### config.mk
export PLATFORM = sky130hd
export DESIGN_NAME = lut_cfg_loader
export DESIGN_NICKNAME = d
export VERILOG_FILES = /design/src/rtl/lut_cfg_loader_pkg.sv /design/src/rtl/lut_cfg_loader.sv
export SDC_FILE = /design/constraint.sdc
export NUM_CORES = 1
export LEC_CHECK = 0
export BUFFER_PORTS_ARGS = -buffer_cell sky130_fd_sc_hd__clkbuf_2
export CORE_MARGIN = 1
export CORE_UTILIZATION = 45
export CTS_BUF_LIST = sky130_fd_sc_hd__clkbuf_4 sky130_fd_sc_hd__clkbuf_8
export CTS_CLUSTER_DIAMETER = 50
export DETAILED_ROUTE_END_ITERATION = 8
export PLACE_DENSITY = 0.74
export SLEW_MARGIN = 20
export SYNTH_ARGS = -nofsm -noshare
export SYNTH_HDL_FRONTEND = slang
export SYNTH_SLANG_ARGS = --single-unit
export TNS_END_PERCENT = 1
### constraint.sdc
create_clock -name clk -period 1.6 [get_ports clk]
set_clock_uncertainty 0.2 [all_clocks]
set_input_delay 0.24 -clock clk [delete_from_list [all_inputs] [get_ports clk]]
set_output_delay 0.24 -clock clk [all_outputs]
set_load 0.1 [all_outputs]
### src/rtl/lut_cfg_loader_pkg.sv
// Shared types and sizing helpers for the LUT configuration loader.
package lut_cfg_loader_pkg;

   typedef enum logic [1:0] {
      ST_IDLE,
      ST_SHIFT,
      ST_COMMIT
   } state_t;

   // One config bit per entry in each half-LUT, plus the fracture-enable bit.
   function automatic int unsigned cfg_width_of(input int unsigned mem_size);
      return 2 * mem_size + 1;
   endfunction

endpackage

### src/rtl/lut_cfg_loader.sv
// Bit-serial to parallel config loader; commits a full word to the LUT with a one-cycle comb_set.
module lut_cfg_loader
   import lut_cfg_loader_pkg::*;
#(
   parameter int unsigned INPUTS    = 4,
   parameter int unsigned MEM_SIZE  = 2 ** INPUTS,
   parameter int unsigned CFG_WIDTH = cfg_width_of(MEM_SIZE)
) (
   input  logic                 clk,
   input  logic                 rst,
   input  logic                 cfg_start,
   input  logic                 cfg_valid,
   input  logic                 cfg_bit,
   output logic                 cfg_ready,
   output logic [CFG_WIDTH-1:0] config_out,
   output logic                 comb_set,
   output logic                 cfg_busy,
   output logic                 cfg_done
);

   localparam int unsigned CNT_W = $clog2(CFG_WIDTH + 1);
   localparam logic [CNT_W-1:0] LAST_IDX = CNT_W'(CFG_WIDTH - 1);

   state_t           state;
   state_t           next_state;
   logic [CNT_W-1:0] count;
   logic             transfer;

   // A same-cycle cfg_start wins over the offered bit, even the word-completing one.
   assign transfer  = (state == ST_SHIFT) && cfg_valid && !cfg_start;
   assign cfg_ready = (state == ST_SHIFT);
   assign cfg_busy  = (state != ST_IDLE);

   always_comb begin
      next_state = state;
      unique case (state)
         ST_IDLE:   if (cfg_start) next_state = ST_SHIFT;
         ST_SHIFT:  if (transfer && (count == LAST_IDX)) next_state = ST_COMMIT;
         ST_COMMIT: next_state = cfg_start ? ST_SHIFT : ST_IDLE;
         default:   next_state = ST_IDLE;
      endcase
   end

   always_ff @(posedge clk) begin
      if (rst) begin
         state      <= ST_IDLE;
         count      <= '0;
         config_out <= '0;
         comb_set   <= 1'b0;
         cfg_done   <= 1'b0;
      end else begin
         state    <= next_state;
         // Registered strobe: high for exactly the cycle spent in COMMIT.
         comb_set <= (next_state == ST_COMMIT);
         if (cfg_start) begin
            count      <= '0;
            config_out <= '0;
            cfg_done   <= 1'b0;
         end else if (transfer) begin
            config_out <= {config_out[CFG_WIDTH-2:0], cfg_bit};
            count      <= count + 1'b1;
         end else if (state == ST_COMMIT) begin
            cfg_done <= 1'b1;
         end
      end
   end

endmodule

==> impl_metrics.sql, run 1 <==
INSERT INTO impl_metrics (metric_group, metric, value, unit) VALUES
('sta', 'final.min_clock_period', '1.648', 'ns'),
('logic_synthesis', 'synth_flop_cell', 'sky130_fd_sc_hd__dfxtp_1', ''),
('sta', 'tightest_slew', '0.2955', 'ns'),
('cts', 'tritoncts_clock_tree', 'built', ''),
('critical_path', 'reg2reg_setup_slack', '0.01', 'ns'),
('global_route', 'grt_pass1_wl', '4830', 'um'),
('critical_path', 'worst_setup_path_startpoint', 'state[1]', ''),
('logic_synthesis', 'post_synth_inst_count', '197', ''),
('sta', 'fmaxAchievable', '0.6069', 'GHz'),
('flow_run', 'timing.max_cap.violations', '0', ''),
('sta', 'finalSetupViolations', '1', ''),
('placement', 'number_of_port_buffers', '41', ''),
('floorplanning', 'die_footprint', '3773', 'sq um'),
('cells_and_area', 'design.final.nets', '252', ''),
('sta', 'slew-limit-headroom', '80.25', '%'),
('drt', 'total_wirelength_of_the_detailed_routed_design', '3056', 'um'),
('cells_and_area', 'syn_to_final_growth', '34.72', '%'),
('cells_and_area', 'post_layout_nonfiller_instances', '292', ''),
('critical_path', 'endpoint_kind', 'output port', ''),
('cells_and_area', 'post_route_cells_drive_above_1_share', '28.05', '%'),
('logic_synthesis', 'synth-seq-area-share', '54.17', '%'),
('logic_synthesis', 'synth_enable_flop_cells', '0', ''),
('cts', 'num_cts_buffers', '5', ''),
('cts', 'cts_buffer_depth', '2', ''),
('global_route', 'grt_antenna_before_repair', '0', ''),
('drt', 'first_pass_iters', '4', ''),
('global_route', 'grt_start_max_net_pins', '25', ''),
('cts', 'clock_sink_count', '43', ''),
('sta', 'final.period_utilization', '103.0', '%'),
('placement', 'dpl_ws', '0.009904', 'ns'),
('placement', 'place.detailed.instances', '281', ''),
('cells_and_area', 'layout_commonest_cell', 'sky130_fd_sc_hd__nand2_1', ''),
('critical_path', 'timing.rr.start', 'state[1]', ''),
('cts', 'worst_setup_hold_path_clk_slew', '0.11', 'ns'),
('sta', 'post_route_hold_slack', '0.1117', 'ns'),
('logic_synthesis', 'postSynth.asyncResetShare', '0', '%'),
('logic_synthesis', 'syn-cell-area', '1589', 'sq um'),
('logic_synthesis', 'postSynthAreaPerCell', '8.066', 'sq um'),
('hold_path', 'timing.hold.worst.class', 'input pin to register', ''),
('floorplanning', 'design.portCount', '42', ''),
('sta', 'postLayoutSetupSlackWorst', '-0.04765', 'ns'),
('floorplanning', 'floorplan.rows', '21', ''),
('floorplanning', 'core', '3363', 'sq um'),
('global_route', 'grt_overflow', '0', ''),
('drt', 'detail_route.iter0.violations', '62', ''),
('critical_path', 'worst-path-buf-inv', '2', ''),
('cells_and_area', 'commonest_cells_after_routing_fill_and_taps_aside', 'sky130_fd_sc_hd__nand2_1 (71), sky130_fd_sc_hd__buf_4 (42), sky130_fd_sc_hd__dfxtp_1 (40), sky130_fd_sc_hd__a21oi_1 (39), sky130_fd_sc_hd__clkbuf_4 (7)', ''),
('critical_path', 'critPathArrivalTime', '1.21', 'ns'),
('critical_path', 'reg2reg_to', 'count[5]', ''),
('cts', 'htree_num_levels', '2', ''),
('critical_path', 'path_depth', '3', ''),
('placement', 'gp_congestion', '0.7453', ''),
('run_status', 'status', 'finished with violations', ''),
('drt', 'drc_errors', '0', ''),
('critical_path', 'critPathTopFamily', 'flip-flops', ''),
('floorplanning', 'initial_core_util', '47.25', '%'),
('drt', 'via_count', '1406', ''),
('critical_path', 'critical_path_class', 'register to output port', ''),
('critical_path', 'timing.critical_path.cells', 'buf_6 > or2_4 > buf_12', ''),
('power', 'vdd_drop_max', '0.0006456', 'V'),
('cells_and_area', 'fillCellCount', '311', ''),
('critical_path', 'worst_r2r_path_depth', '3', ''),
('critical_path', 'critPathLaunchType', 'register', ''),
('critical_path', 'crit_path_top_delay_cell', 'sky130_fd_sc_hd__dfxtp_2', ''),
('floorplanning', 'die_w', '61.43', 'um'),
('run_status', 'violations', 'negative setup slack', ''),
('placement', 'postPlaceCellArea', '2028', 'sq um'),
('logic_synthesis', 'syn_nets', '204', ''),
('cts', 'latest_clock_arrival_within_the_worst_skew_pair', '0.33', 'ns'),
('sta', 'final-max-slew-violation-count', '0', ''),
('drt', 'routedWlPerCell', '10.47', 'um');
## Yosys cell counts (2+ instances only)
master,n,area share [%]
sky130_fd_sc_hd__nand2_1,71,17
sky130_fd_sc_hd__ha_1,2,1.6
sky130_fd_sc_hd__or3_1,3,1.2
sky130_fd_sc_hd__clkbuf_1,7,1.7
sky130_fd_sc_hd__nand3_1,2,0.63
sky130_fd_sc_hd__o21ai_0,2,0.63
sky130_fd_sc_hd__nor2_1,4,0.94
sky130_fd_sc_hd__dfxtp_1,43,54
sky130_fd_sc_hd__or2_2,2,0.79
sky130_fd_sc_hd__a21oi_1,39,12
sky130_fd_sc_hd__inv_1,4,0.94
sky130_fd_sc_hd__buf_2,6,1.9
sky130_fd_sc_hd__and4_1,2,1.1
## area by class of cell
cell class | count | area (sq um) | share of cell area, %
clock inverter | 1 | 5.005 | 0.2338
clock buffer | 7 | 52.55 | 2.455
inverter | 4 | 15.01 | 0.7013
multi-input combinational | 137 | 694.4 | 32.44
tap | 46 | 57.56 | 2.688
timing repair buffer | 54 | 449.2 | 20.98
sequential | 43 | 867.1 | 40.50
## worst min path at each step
stage                                 to            from  cells past startpoint
after floorplan                 state[0]             rst                      1
after global placement    config_out[32]  config_out[32]                      2
after detailed placement  config_out[32]  config_out[32]                      2
after CTS                       state[0]       cfg_start                      4
after global routing            state[0]       cfg_start                      4
final                           state[0]       cfg_valid                      3
## per-stage QoR
step                      TNS [ns]  power (uW)
final                     -0.04765        1724
after CTS                 -0.05746        1738
after global placement           0        1221
after detailed placement         0        1221
after global routing       -0.2067        1800
after floorplan                  0        1172
## state kept, by name, indices dropped and copies added (netlist names)
register / flops
count: 6
comb_set: 1
config_out: 33
state: 2
cfg_done: 1
## logic make-up (layout without fill, tap and decap cells)
family,Yosys count,after routing,synth area share (%)
DFF,43,43,54.17
adders and majority gates,2,2,1.575
AOI/OAI and AO/OA,45,45,15.04
and+or+nand+nor,90,90,24.72
buffers and inverters,17,66,4.488
## layer usage
| layer | track usage, % | vias to the layer above | part of all wire, % |
|---|---|---|---|
| met3 | 4.412 | 0 | 2.9 |
| met5 | 0 | - | 0 |
| met1 | 24.28 | 632 | 48 |
| met2 | 26.09 | 23 | 49 |
| met4 | 3.810 | 0 | 0 |
| li1 | - | 751 | - |
## report_power, final
part | internal (uW) | total (uW) | switching (uW)
clock network | 206 | 520 | 314
registers | 1070 | 1080 | 3.27
logic | 48.7 | 129 | 80.1
total | 1330 | 1720 | 397
## worst reg2reg max path, stage by stage (launching register included)
cell	delay [ns]
sky130_fd_sc_hd__dfxtp_2	0.36
sky130_fd_sc_hd__nand4bb_2	0.29
sky130_fd_sc_hd__or4_1	0.55
sky130_fd_sc_hd__a21oi_1	0.14
## what timing repair did
| item | CTS | global route |
|---|---|---|
| gates resized for setup | 4 | 6 |
| buffers inserted | 1 | 0 |
| endpoints found under the setup margin | 2 | 5 |
| hold buffers | 2 | 0 |
| hold endpoints to repair | 2 | 0 |
| pin swaps | 1 | 0 |
No activity file was read; power rests on OpenSTA's default activity.
==> inputs of run 2 (changes only) <==
REMOVE_ABC_BUFFERS = 1   (was not set)
==> run 2 against run 1 <==
The run still ends with negative setup slack left; critical path depth is the same; global-route usage grew 1.4 points; sequential share of layout area shrank 1.5 points; wire length grew 9.1%; die area is the same; worst setup slack gained 0.0075 ns; power grew 1.8%; clock power grew 3.8%; cell count is the same; combinational power grew 7%; sequential cell count is the same; first-iteration DRC count grew 4.8%; largest power group unchanged; highest routed layer is now met4.
==> impl_metrics.sql, run 2 (synthesis results as in run 1) <==
INSERT INTO impl_metrics (metric_group, metric, value, unit) VALUES
('floorplanning', 'core', '3363', 'sq um'),
('drt', 'drc_errors', '0', ''),
('sta', 'tightest_slew', '0.4820', 'ns'),
('placement', 'number_of_port_buffers', '41', ''),
('critical_path', 'endpoint_kind', 'output port', ''),
('sta', 'fmaxAchievable', '0.6097', 'GHz'),
('drt', 'via_count', '1453', ''),
('drt', 'drt.antenna.violating_nets', '0', ''),
('power', 'power_leakage', '0.0007978', 'uW'),
('cells_and_area', 'largest_register_ffs', '33', ''),
('placement', 'gp_congestion', '0.7650', ''),
('cells_and_area', 'antenna-diode-count', '0', ''),
('power', 'power.share.clock', '30.8', '%'),
('cells_and_area', 'reg_with_most_ffs', 'config_out', ''),
('cts', 'cts_buffer_depth', '2', ''),
('power', 'power_dissipated_by_switching_net_loads', '444.0', 'uW'),
('power', 'report.power.total', '1754', 'uW'),
('sta', 'slew-limit-headroom', '68.09', '%'),
('drt', 'detail_route.iter0.violations', '65', ''),
('cells_and_area', 'largestRegisters', 'config_out (33), count (6), state (2)', ''),
('critical_path', 'critical_path_class', 'register to output port', ''),
('global_route', 'grt_start_max_net_pins', '40', ''),
('power', 'powerDensity', '789.1', 'nW/um^2'),
('drt', 'met2WireLength', '1494', 'um'),
('sta', 'final-hold-violation-count', '0', ''),
('global_route', 'grt_pass1_vias', '1175', ''),
('cells_and_area', 'fillCellCount', '297', ''),
('critical_path', 'critPathLaunchType', 'register', ''),
('run_status', 'status', 'finished with violations', ''),
('placement', 'dpl_ws', '0.05329', 'ns'),
('sta', 'postLayoutSetupSlackWorst', '-0.04010', 'ns'),
('floorplanning', 'die_w', '61.43', 'um'),
('drt', 'routed_via_density', '4.976', ''),
('floorplanning', 'initial_core_util', '47.25', '%'),
('critical_path', 'crit_path_max_incr_delay', '0.35', 'ns'),
('drt', 'detailroute.wirelength.met3', '147', 'um'),
('floorplanning', 'floorplan.rows', '21', ''),
('cells_and_area', 'design.final.nets', '252', ''),
('cts', 'latest_clock_arrival_within_the_worst_skew_pair', '0.35', 'ns'),
('sta', 'final-max-slew-violation-count', '0', ''),
('power', 'internal_power', '1310', 'uW'),
('power', 'power_switching_share', '25.31', '%'),
('hold_path', 'timing.hold.worst.class', 'input pin to register', ''),
('flow_run', 'timing.max_cap.violations', '0', ''),
('drt', 'routedWlPerCell', '11.42', 'um'),
('cts', 'clock_sink_count', '43', ''),
('floorplanning', 'design.portCount', '42', ''),
('global_route', 'gr-usage-all-layers', '18.45', '%'),
('sta', 'final.min_clock_period', '1.640', 'ns'),
('cts', 'num_cts_buffers', '5', ''),
('placement', 'detailed_place_hpwl', '2063', 'um'),
('drt', 'maxUsedRoutingLayer', 'met4', ''),
('critical_path', 'worst-path-buf-inv', '2', ''),
('sta', 'final.setup.tns', '-0.04010', 'ns'),
('cells_and_area', 'commonest_cells_after_routing_fill_and_taps_aside', 'sky130_fd_sc_hd__nand2_1 (71), sky130_fd_sc_hd__dfxtp_1 (40), sky130_fd_sc_hd__buf_4 (39), sky130_fd_sc_hd__a21oi_1 (24), sky130_fd_sc_hd__a21oi_2 (15)', ''),
('sta', 'final.period_utilization', '102.5', '%'),
('cts', 'htree_num_levels', '2', ''),
('sta', 'post_route_hold_slack', '0.1028', 'ns'),
('cells_and_area', 'post_route_cells_drive_above_1_share', '33.33', '%'),
('cts', 'clock-root-buffer', 'sky130_fd_sc_hd__clkbuf_4', ''),
('cells_and_area', 'layout_commonest_cell', 'sky130_fd_sc_hd__nand2_1', ''),
('cts', 'tritoncts_clock_tree', 'built', ''),
('drt', 'first_pass_iters', '4', ''),
('global_route', 'grt_pass1_wl', '5133', 'um'),
('drt', 'total_wirelength_of_the_detailed_routed_design', '3335', 'um'),
('sta', 'finalSetupViolations', '1', ''),
('power', 'vdd_drop_max', '0.0005986', 'V'),
('global_route', 'grt_overflow', '0', ''),
('sta', 'grt_setup_unrepaired', 'yes', ''),
('placement', 'postPlaceCellArea', '2016', 'sq um'),
('critical_path', 'timing.critical_path.cells', 'buf_6 > or2_4 > buf_12', ''),
('floorplanning', 'die_height', '61.43', 'um'),
('cts', 'worst_setup_hold_path_clk_slew', '0.12', 'ns'),
('cells_and_area', 'post_route_design_area', '2223', 'sq um'),
('critical_path', 'critPathTopFamily', 'flip-flops', ''),
('cells_and_area', 'ff_latch_area', '867.1', 'sq um'),
('global_route', 'grt_antenna_before_repair', '0', ''),
('critical_path', 'critPathArrivalTime', '1.20', 'ns'),
('critical_path', 'crit_path_top_delay_cell', 'sky130_fd_sc_hd__dfxtp_2', ''),
('cells_and_area', 'multi_input_area', '755.7', 'sq um'),
('run_status', 'violations', 'negative setup slack', ''),
('power', 'comb_power_share', '7.8', '%'),
('floorplanning', 'die_footprint', '3773', 'sq um'),
('critical_path', 'timing.critical_path.required', '1.16', 'ns'),
('cells_and_area', 'syn_to_final_growth', '39.92', '%'),
('drt', 'drt-met1-wl', '1644', 'um'),
('power', 'power.sequential.fraction', '61.4', '%'),
('critical_path', 'timing.critical_path.fanout_max', '2', '');
-- run 2: cell types whose count changed in the layout (fill, tap and decap cells not counted), sizes merged --
| cell | before | now |
|---|---|---|
| clkinvlp | 0 | 1 |
| clkbuf | 11 | 10 |
| buf | 48 | 47 |
| dlygate4sd3 | 2 | 3 |
-- run 2: power by group through the flow --
stage | logic, uW | clock network (uW) | registers, uW
3_5_place_dp | 122 | 0 | 1100
4_1_cts | 133 | 547 | 1080
3_3_place_gp | 121 | 0 | 1100
2_1_floorplan | 61.1 | 0 | 1100
5_1_grt | 147 | 598 | 1080
6_report | 138 | 540 | 1080
-- run 2: what timing repair did --
| action | in CTS | in global routing |
|---|---|---|
| setup buffers | 2 | 0 |
| endpoints found under the setup margin | 2 | 43 |
| pin swaps | 2 | 5 |
| resized for setup | 8 | 19 |
| endpoints found under the hold margin | 3 | 0 |
| hold buffers | 3 | 0 |
-- run 2: final timing paths --
| kind | from | end | slack [ns] | cells after the start |
|---|---|---|---|---|
| worst max-delay path | state[1] | cfg_busy | -0.04 | 3 |
| worst max register to register | state[1] | config_out[7] | 0.02 | 6 |
| worst min-delay path | cfg_valid | count[5] | 0.10 | 4 |
| worst min register to register | config_out[28] | config_out[29] | 0.27 | 2 |
-- run 2: cell type report --
class | count | share of cell area [%]
Clock inverter | 2 | 0.5627
Multi-Input combinational cell | 137 | 33.99
Clock buffer | 6 | 2.026
Sequential cell | 43 | 39.00
Inverter | 4 | 0.6753
Tap cell | 46 | 2.589
Timing Repair Buffer | 54 | 21.16
-- run 2: per-layer routing --
| layer | vias up | track usage (%) |
|---|---|---|
| li1 | 747 | - |
| met1 | 661 | 24.80 |
| met5 | - | 0 |
| met2 | 38 | 28.57 |
| met3 | 7 | 4.412 |
| met4 | 0 | 7.619 |
-- run 2: worst register-to-register path, delay by kind of cell (launching register included) --
family                 cells  cell delay, ns
buffers and inverters      3            0.46
and+or+nand+nor            2            0.40
DFF                        1            0.35
AOI/OAI and AO/OA          1            0.12
-- run 2: metrics by stage --
stage / instances / utilization [%]
after floorplan: 184 / -
after global placement: 279 / 59.93
after detailed placement: 279 / 59.93
after CTS: 292 / 64.29
after global routing: 292 / 66.11
final: 292 / 66.11
